[config.mk]
export PLATFORM = sky130hd
export DESIGN_NAME = i3c_phy_filtered
export DESIGN_NICKNAME = d
export VERILOG_FILES = /design/src/rtl/i3c_phy_filtered.sv
export SDC_FILE = /design/constraint.sdc
export NUM_CORES = 1
export LEC_CHECK = 0
export BUFFER_PORTS_ARGS = -buffer_cell sky130_fd_sc_hd__buf_4
export CAP_MARGIN = 20
export CORE_ASPECT_RATIO = 1.75
export CORE_UTILIZATION = 55
export CTS_CLUSTER_DIAMETER = 40
export DETAILED_ROUTE_END_ITERATION = 10
export GPL_ROUTABILITY_DRIVEN = 0
export PLACE_DENSITY = 0.77
export REMOVE_ABC_BUFFERS = 1
export SLEW_MARGIN = 25
export SYNTH_ARGS = -nofsm -noshare
export SYNTH_HDL_FRONTEND = slang
export SYNTH_SLANG_ARGS = --single-unit
[constraint.sdc]
create_clock -name clk_i -period 2 [get_ports clk_i]
set_input_delay 0.1 -clock clk_i [delete_from_list [all_inputs] [get_ports clk_i]]
set_output_delay 0.1 -clock clk_i [all_outputs]
set_load 0.02 [all_outputs]
[src/rtl/i3c_phy_filtered.sv]
// I3C PHY front-end: N-stage synchroniser, programmable spike filter, edge / START / STOP
// strobes and bus-free detection on SCL/SDA. The pad output path is a pass-through.
module i3c_phy_filtered #(
    parameter int unsigned SyncStages  = 2,
    parameter int unsigned FilterWidth = 4,
    parameter int unsigned IdleWidth   = 10
) (
    input  logic                   clk_i,
    input  logic                   rst_ni,
    input  logic                   scl_i,
    input  logic                   sda_i,
    output logic                   scl_o,
    output logic                   sda_o,
    input  logic                   ctrl_scl_i,
    input  logic                   ctrl_sda_i,
    output logic                   ctrl_scl_o,
    output logic                   ctrl_sda_o,
    input  logic                   sel_od_pp_i,
    output logic                   sel_od_pp_o,
    input  logic                   filt_en_i,
    input  logic [FilterWidth-1:0] filt_thr_i,
    input  logic [IdleWidth-1:0]   idle_thr_i,
    output logic                   scl_rise_o,
    output logic                   scl_fall_o,
    output logic                   sda_rise_o,
    output logic                   sda_fall_o,
    output logic                   start_det_o,
    output logic                   stop_det_o,
    output logic                   bus_free_o
);

    // Index 0 is SCL, index 1 is SDA throughout.
    logic [SyncStages-1:0]  r_scl_sync;
    logic [SyncStages-1:0]  r_sda_sync;
    logic [1:0]             w_sync;
    logic [FilterWidth-1:0] w_thr;
    logic [FilterWidth-1:0] r_cnt [2];
    logic [FilterWidth:0]   w_cnt_inc [2];
    logic [1:0]             r_filt;
    logic [1:0]             r_prev;
    logic [1:0]             w_rise;
    logic [1:0]             w_fall;
    logic                   w_scl_high;
    logic [1:0]             r_rise;
    logic [1:0]             r_fall;
    logic                   r_start;
    logic                   r_stop;
    logic                   w_any_edge;
    logic                   w_lines_high;
    logic [IdleWidth-1:0]   r_idle_cnt;
    logic                   r_bus_free;

    // Synchroniser shift chains, idle-high on reset.
    always_ff @(posedge clk_i or negedge rst_ni) begin
        if (!rst_ni) begin
            r_scl_sync <= '1;
            r_sda_sync <= '1;
        end else begin
            r_scl_sync <= {r_scl_sync[SyncStages-2:0], scl_i};
            r_sda_sync <= {r_sda_sync[SyncStages-2:0], sda_i};
        end
    end

    assign w_sync = {r_sda_sync[SyncStages-1], r_scl_sync[SyncStages-1]};

    // A zero or disabled threshold degenerates to accepting a level after one cycle.
    assign w_thr = (filt_en_i && (filt_thr_i != '0)) ? filt_thr_i : FilterWidth'(1);

    // Extended by one bit so the compare against the live threshold cannot wrap.
    always_comb begin
        for (int i = 0; i < 2; i++) begin
            w_cnt_inc[i] = {1'b0, r_cnt[i]} + (FilterWidth + 1)'(1);
        end
    end

    // Spike filter: accept a new level after w_thr consecutive mismatching cycles.
    always_ff @(posedge clk_i or negedge rst_ni) begin
        if (!rst_ni) begin
            r_filt   <= '1;
            r_cnt[0] <= '0;
            r_cnt[1] <= '0;
        end else begin
            for (int i = 0; i < 2; i++) begin
                if (w_sync[i] == r_filt[i]) begin
                    r_cnt[i] <= '0;
                end else if (w_cnt_inc[i] >= {1'b0, w_thr}) begin
                    r_filt[i] <= w_sync[i];
                    r_cnt[i]  <= '0;
                end else begin
                    r_cnt[i] <= w_cnt_inc[i][FilterWidth-1:0];
                end
            end
        end
    end

    assign w_rise     = r_filt & ~r_prev;
    assign w_fall     = ~r_filt & r_prev;
    // SCL must be stable high; a simultaneous SCL change suppresses START/STOP.
    assign w_scl_high = r_filt[0] & r_prev[0];

    // Registered single-cycle edge and START/STOP strobes.
    always_ff @(posedge clk_i or negedge rst_ni) begin
        if (!rst_ni) begin
            r_prev  <= '1;
            r_rise  <= '0;
            r_fall  <= '0;
            r_start <= 1'b0;
            r_stop  <= 1'b0;
        end else begin
            r_prev  <= r_filt;
            r_rise  <= w_rise;
            r_fall  <= w_fall;
            r_start <= w_fall[1] & w_scl_high;
            r_stop  <= w_rise[1] & w_scl_high;
        end
    end

    assign w_any_edge   = |(r_filt ^ r_prev);
    assign w_lines_high = &r_filt;

    // Bus-free: saturating count of quiet cycles with both lines high.
    always_ff @(posedge clk_i or negedge rst_ni) begin
        if (!rst_ni) begin
            r_idle_cnt <= '0;
            r_bus_free <= 1'b0;
        end else if (w_any_edge || !w_lines_high) begin
            r_idle_cnt <= '0;
            r_bus_free <= 1'b0;
        end else begin
            if (r_idle_cnt != '1) begin
                r_idle_cnt <= r_idle_cnt + IdleWidth'(1);
            end
            r_bus_free <= (r_idle_cnt >= idle_thr_i);
        end
    end

    assign scl_o       = ctrl_scl_i;
    assign sda_o       = ctrl_sda_i;
    assign sel_od_pp_o = sel_od_pp_i;
    assign ctrl_scl_o  = r_filt[0];
    assign ctrl_sda_o  = r_filt[1];
    assign scl_rise_o  = r_rise[0];
    assign scl_fall_o  = r_fall[0];
    assign sda_rise_o  = r_rise[1];
    assign sda_fall_o  = r_fall[1];
    assign start_det_o = r_start;
    assign stop_det_o  = r_stop;
    assign bus_free_o  = r_bus_free;

endmodule
==> run summary, run 1 <==
Worst EP required: 2.21 ns
Post-layout min period: 1.814 ns
Core Box Area: 0.003142 mm2
LEAKAGE: 1.080 nW
Status: finished clean
Internal power of the cells: 1.460 mW
Final Hold Fails: 0
CTS buffer count: 5
Root buffer cell: clkbuf_8
Sw Share: 35.09%
Worst Tran Pin Value: 0.5034 ns
Placed Instances: 239
Worst ir drop on vdd: 650.8 uV
Synth Area in Compound Gates: 9.979%
Synthesized area: 0.001831 mm2
DP Wirelength: 2708 um
First-pass DRT Iterations: 4
Vias after detailed routing: 1358
Fin worst setup slack: 0.1856 ns
# setup viols final: 0
Max Clk Rate: 0.5511 GHz
Vias in the first global route: 1516
Share of layout cells above drive strength 1: 25.12%
Mux cell area share after synthesis: 2.324%
Gate power share: 36.1%
Initial DRC count: 8
# IOs: 34
Post-Layout Cell Count: 250
Seq pwr share: 42.4%
Global-route wire length before repair: 6030 um
Setup Buffers After CTS: 0
Post-route cell area: 0.002192 mm2
Post-placement setup slack: 0.04886 ns
Vias/cell: 5.432
Filler cells: 253
Pwr dens: 1026 mW/mm2
Detailed Route WL: 3449 um
Net switching power: 0.7891 mW
Setup TNS: 0 ns
CTS max path bufs: 2
CP endpoint kind: register
Worst skew pair latency: 0.28 ns
Sequential-to-total area share from yosys stat: 45.66%
DIE AREA: 0.003572 mm2
Clock Skews: 0.002739 ns
Clock Power Share: 21.5%
Unrepaired setup endpoints after global routing: false
Post-Synth Adder-Cell Area: 17.77%
H-tree Lvls: 2
Yosys warns: 0
Slew Limit Fails: 0
Nets: 254
Syn Inst Count: 171
DIE WIDTH: 45.61 um
DR WL/cell: 13.80 um
Hold/Removal Path Class: input port to primary output
Clock sinks: 33
Post-route ant nets: 0
Post-Synth Simple-Gate Area: 14.56%
Total GRT Usage: 23.29%
Max Cap Viol: 0
Slew HR: 66.02%
Die Y-Extent: 78.32 um
Crit path kind: register to register
Area Overhead vs Synth: 19.75%
Rows: 27
Synth unique cells: 33
Fin Hold WS: 0.2000 ns
Power Total: 2.249 mW
CP startpoint kind: register
Quantity of gates resized following cts: 0
Antenna violations before repair: 0
Yosys reg bits: 33
Post-CTS Hold Buffers: 3
Synth Area in XOR/XNOR: 4.785%
Crit-path max FO: 4
Number of I/O port buffers: 27
Initial Utilization: 58.26%
Arrival @ worst endpoint: 2.03 ns
Residual DRC count: 0
GRT Residual Overflow: 0
CTS tree: yes
Post-layout util: 69.77%
CTS clk-pin slew, worst paths: 0.07 ns
Syn_area_per_cell: 10.70 um2
Largest net degree at the start of global routing: 34
Period utilization: 90.72%
ANT cells: 0
Placed cell areas: 0.002076 mm2
Main combinational cell family by area after synthesis: adder cells
-- path summary, 6_finish.rpt --
kind | slack, ns | cells after the start | end | from
max | 0.19 | 6 | r_filt[1]$_DFFE_PN1P_ | r_cnt[0]$_DFF_PN0_
min | 0.20 | 0 | sel_od_pp_o | sel_od_pp_i
max reg2reg | 0.19 | 6 | r_filt[1]$_DFFE_PN1P_ | r_cnt[0]$_DFF_PN0_
min reg2reg | 0.36 | 0 | r_scl_sync[1]$_DFF_PN1_ | r_scl_sync[0]$_DFF_PN1_
max in group asynchronous | 1.38 | 2 | r_sda_sync[0]$_DFF_PN1_ | rst_ni
min in group asynchronous | 0.29 | 2 | r_cnt[6]$_DFF_PN0_ | rst_ni
-- logic make-up after synthesis --
logic type	Yosys count
flip-flops	33
adder cells (fa/ha/maj)	26
multiplexers	4
buffers and inverters	21
AND/OR/NAND/NOR	48
XOR/XNOR	10
AO/OA/AOI/OAI	29
-- cell usage in the layout (no fill, tap or decap), types with 2 or more instances in the layout --
| master | count |
|---|---|
| mux2_2 | 2 |
| a21oi_1 | 5 |
| nand3_1 | 3 |
| dfstp_2 | 8 |
| nor2b_1 | 5 |
| xor2_1 | 7 |
| o21ai_0 | 6 |
| clkbuf_8 | 5 |
| dlygate4sd3_1 | 3 |
| o31ai_1 | 2 |
| buf_4 | 29 |
| xnor2_1 | 3 |
| nand2b_1 | 4 |
| o211ai_1 | 2 |
| ha_1 | 26 |
| inv_1 | 17 |
| nand4_1 | 4 |
| nand2_1 | 5 |
| clkinv_2 | 2 |
| a31oi_1 | 4 |
| o21ai_1 | 2 |
| and2_1 | 2 |
| nand3_2 | 3 |
| nor2_1 | 15 |
| nor3_1 | 2 |
| mux2i_1 | 2 |
| dfrtp_1 | 25 |
| or3_1 | 2 |
| a211oi_1 | 5 |
-- final cells by class --
cell class	count	area (um2)	share of cell area, %
Timing Repair Buffer	32	247.7	11.30
Sequential cell	33	835.8	38.13
Clock inverter	3	17.52	0.7991
Multi-Input combinational cell	117	904.6	41.27
Clock buffer	5	68.82	3.139
Inverter	17	63.81	2.911
Tap cell	43	53.80	2.454
-- worst max-delay path: stages, from the launching register on --
cell      delay (ns)
dfrtp_1         0.42
ha_1            0.25
xor2_1          0.18
ha_1            0.22
a211oi_1        0.27
o21ai_1         0.12
mux2_2          0.28
-- Yosys cell counts --
library cell / number / area [um2]
nor2_1: 15 / 56.30
and3_1: 1 / 6.260
clkbuf_1: 1 / 3.750
nand2b_1: 4 / 25.02
inv_1: 17 / 63.81
and2_1: 2 / 12.51
a311oi_1: 1 / 8.760
or3_1: 2 / 12.51
o21ai_0: 6 / 30.03
buf_4: 3 / 22.52
nand4_1: 4 / 25.02
a211oi_1: 5 / 37.54
nor3_4: 1 / 16.27
nor3_1: 2 / 10.01
o31ai_1: 2 / 15.01
o311ai_0: 1 / 8.760
and3_2: 1 / 7.510
nand2_1: 5 / 18.77
xor2_1: 7 / 61.31
dfrtp_1: 25 / 625.6
nor2b_1: 5 / 31.28
mux2i_1: 2 / 20.02
o21bai_1: 1 / 7.510
a31oi_1: 4 / 25.02
mux2_2: 2 / 22.52
dfstp_2: 8 / 210.2
o211ai_1: 2 / 15.01
xnor2_1: 3 / 26.28
o21ai_1: 2 / 10.01
nand3_2: 3 / 30.03
ha_1: 26 / 325.3
a21oi_1: 5 / 25.02
nand3_1: 3 / 15.01
-- state kept, by name, summed over array words and instances, names as in the netlist --
signal	flops
r_prev	2
r_sda_sync	2
start_det_o	1
r_idle_cnt	10
bus_free_o	1
r_fall	2
r_cnt	8
r_scl_sync	2
r_filt	2
r_rise	2
stop_det_o	1
-- power by group through the flow --
| stage | combinational, mW | sequential [mW] | clock, mW |
|---|---|---|---|
| finish | 0.811 | 0.953 | 0.484 |
| global route | 0.915 | 0.977 | 0.526 |
| CTS | 0.824 | 0.957 | 0.500 |
| detailed placement | 0.816 | 0.969 | 0 |
| global placement | 0.770 | 0.962 | 0 |
| floorplan | 0.404 | 1.05 | 0 |
-- per-layer routing --
metal | part of all wire, % | vias to the layer above | GRT usage [%]
met5 | 0 | - | 0
met4 | 2.8 | 0 | 13.03
met3 | 2.7 | 10 | 4.598
met2 | 58 | 33 | 44.29
met1 | 36 | 654 | 20.42
li1 | - | 661 | -
Power figures use the tool's default switching activity.
==> run 2, diff against run 1 <==
Settings changed: ABC_AREA set to 1, CORE_UTILIZATION 55 to 56, GPL_TIMING_DRIVEN set to 0.
==> run 2 against run 1 <==
Clock power fell by 2%. First-iteration DRC count rose by 110%. Sequential power fell by 1%. Die area rose by 8.2%. Fmax fell by 1.6%. Critical path depth rose by 5. Largest power group unchanged. Highest routed layer unchanged.
==> run summary, run 2 <==
Sequential-to-total area share from yosys stat: 41.34% (-4.3 points)
Detailed Route WL: 3493 um (+1.3%)
Vias after detailed routing: 1574 (+16%)
Period utilization: 92.22% (+1.5 points)
Synthesized area: 0.002022 mm2 (+10%)
Fin Hold WS: 0.2000 ns (unchanged)
ANT cells: 0 (unchanged)
First-pass DRT Iterations: 4 (unchanged)
RR Startpoint: r_cnt[4]$_DFF_PN0_
Commonest non-fill, non-tap cell in the layout: nand2_1
Hold Path Depth: 0 (unchanged)
Worst Tran Pin Value: 0.4073 ns (-0.09610 ns)
Post-route ant nets: 0 (unchanged)
Synth top area cells: dfrtp_1 31%, ha_1 16%, nand2_1 12%
Vias in the first global route: 1529 (+0.86%)
Number of I/O port buffers: 27 (unchanged)
CP startpoint kind: register
Max Clk Rate: 0.5422 GHz (-1.6%)
H-tree Lvls: 2 (unchanged)
Hold Crit Start: sel_od_pp_i
Worst EP required: 2.22 ns (about the same)
Antenna violations before repair: 0 (unchanged)
Unrepaired setup endpoints after global routing: false
CTS buffer count: 5 (unchanged)
Post-layout min period: 1.844 ns (+0.02999 ns)
Largest net degree at the start of global routing: 34 (unchanged)
Synth unique cells: 20 (-39%)
Top_reg_cell synth: dfrtp_1
Worst skew pair latency: 0.28 ns (about the same)
Register Area: 835.8 um2 (unchanged)
Crit path kind: register to register
Most frequent cells in the layout: 63 x nand2_1, 48 x inv_1, 27 x buf_4
Arrival @ worst endpoint: 2.06 ns (+0.03 ns)
Clock sinks: 33 (unchanged)
CP endpoint kind: register
Pwr dens: 927.4 mW/mm2 (-9.6%)
Setup slack, reg-to-reg: 0.16 ns (-0.03 ns)
Rows: 28 (+3.7%)
CTS clk-pin slew, worst paths: 0.06 ns (about the same)
DR WL/cell: 10.95 um (-21%)
Core Box Area: 0.003398 mm2 (+8.2%)
Depth of the worst register-to-register path: 11 (+5)
Crit-path max FO: 5 (+1)
CTS tree: yes
LEAKAGE: 1.359 nW (+26%)
Area leader, netlist: dfrtp_1
Max Cap Viol: 0 (unchanged)
Worst r2r dst: r_filt[0]$_DFFE_PN1P_
Area fraction of the dominant cell type after synthesis: 30.94% (-3.2 points)
Multi-input logic area: 0.001008 mm2 (+11%)
Vias/cell: 4.934 (-9.2%)
# setup viols final: 0 (unchanged)
Residual DRC count: 0 (unchanged)
Filler cells: 297 (+17%)
Nets: 321 (+26%)
Worst ir drop on vdd: 777.5 uV (+19%)
Die Y-Extent: 81.49 um (+4.1%)
DIE WIDTH: 47.42 um (+4.0%)
DIE AREA: 0.003864 mm2 (+8.2%)
Global-route wire length before repair: 5844 um (-3.1%)
Worst path slowest cell: dfrtp_1
Yosys reg bits: 33 (unchanged)
DP Wirelength: 2785 um (+2.8%)
Register name with the most flops: r_idle_cnt
Count leader, synth: nand2_1
EDFF count, synth: 0 (unchanged)
Largest regs: r_idle_cnt x10, r_cnt x8
GRT Residual Overflow: 0 (unchanged)
CP most frequent cell: nand2_1
Yosys warns: 0 (unchanged)
Post-Layout Cell Count: 319 (+28%)
Setup TNS: 0 ns (unchanged)
Initial Utilization: 59.50% (+1.2 points)
Syn_area_per_cell: 8.460 um2 (-21%)
Syn Inst Count: 239 (+40%)
Clock Skews: 0.004780 ns (+0.002041 ns)
Slew Limit Fails: 0 (unchanged)
Async SR Flop Fraction: 100.0% (unchanged)
CTS max path bufs: 2 (unchanged)
Initial DRC count: 17 (+9)
Critical path cell sequence: ha_1 -> xor2_2 -> ha_1 -> nand2_1 -> nand2_1 -> nand3_1 -> nand2_1 -> inv_1 -> nand3_2 -> nand2_1 -> nand2_1
Area Overhead vs Synth: 18.69%
Root buffer cell: clkbuf_8
Hold/Removal Path Class: input port to primary output
Share of layout cells above drive strength 1: 19.71% (-5.4 points)
Largest register FFs: 10 (unchanged)
Post-synth top cells: 63 x nand2_1, 48 x inv_1, 26 x ha_1, 25 x dfrtp_1, 17 x nand3_1
# IOs: 34 (unchanged)
Largest stage delay, worst path: 0.41 ns (about the same)
Slew HR: 72.85% (+6.8 points)
Status: finished clean
Total GRT Usage: 21.93% (-1.4 points)
Placed Instances: 308 (+29%)
Final Hold Fails: 0 (unchanged)
Hold Path Sink: sel_od_pp_o
-- run 2: routing by layer --
metal,GRT usage [%],vias to the layer above,share of wire [%]
met5,0,-,0
met4,12.57,0,3.8
met3,5.495,12,2.6
met2,41.37,29,58
met1,18.84,719,36
li1,-,814,-
-- run 2: logic make-up after synthesis --
kind of cell / Yosys count / synth area share (%)
DFF: 33 / 41.34
and+or+nand+nor: 110 / 25.87
xor gates and xnor gates: 10 / 4.331
buffers and inverters: 51 / 10.02
AOI/OAI and AO/OA: 9 / 2.352
adders and majority gates: 26 / 16.09
-- run 2: through the flow --
stage	setup slack, ns	power, mW	area [um2]	util (%)
floorplan	0.3306	1.473	1999	-
global placement	0.1537	1.722	2258	66.46
detailed placement	0.08971	1.747	2258	66.46
CTS	0.05599	2.243	2375	69.88
global route	0.03564	2.401	2400	70.62
finish	0.1556	2.226	2400	70.62
-- run 2: worst max-delay path by stage --
stage	start	to	slack, ns
finish	r_cnt[4]$_DFF_PN0_	r_filt[0]$_DFFE_PN1P_	0.16
global route	r_cnt[0]$_DFF_PN0_	r_cnt[0]$_DFF_PN0_	0.04
CTS	r_cnt[0]$_DFF_PN0_	r_cnt[0]$_DFF_PN0_	0.06
detailed placement	r_cnt[4]$_DFF_PN0_	r_filt[0]$_DFFE_PN1P_	0.09
global placement	r_cnt[4]$_DFF_PN0_	r_filt[0]$_DFFE_PN1P_	0.15
floorplan	r_cnt[4]$_DFF_PN0_	r_filt[0]$_DFFE_PN1P_	0.33
-- run 2: layout make-up --
| cell class | instances | area share, % |
|---|---|---|
| Multi-Input combinational cell | 155 | 42.02 |
| Inverter | 48 | 7.508 |
| Clock inverter | 3 | 0.7299 |
| Clock buffer | 5 | 2.868 |
| Sequential cell | 33 | 34.83 |
| Timing Repair Buffer | 30 | 9.698 |
| Tap cell | 45 | 2.346 |
-- run 2: timing repair --
item	4_1_cts	5_1_grt
hold buffers	3	0
setup buffers	0	0
gates resized for setup	0	4
setup endpoints to repair	0	10
hold endpoints to repair	27	0
-- run 2: report_power, final --
| group | total (mW) | internal, mW | switching, mW |
|---|---|---|---|
| sequential | 0.940 | 0.826 | 0.114 |
| clock | 0.475 | 0.240 | 0.235 |
| combinational | 0.810 | 0.330 | 0.481 |
-- run 2: critical path, delay by kind of cell, from the launching register on --
family,cells,cell delay (ns)
flops,1,0.41
buf+inv,1,0.08
fa+ha+maj,2,0.58
simple gates,7,0.52
xor+xnor,1,0.20
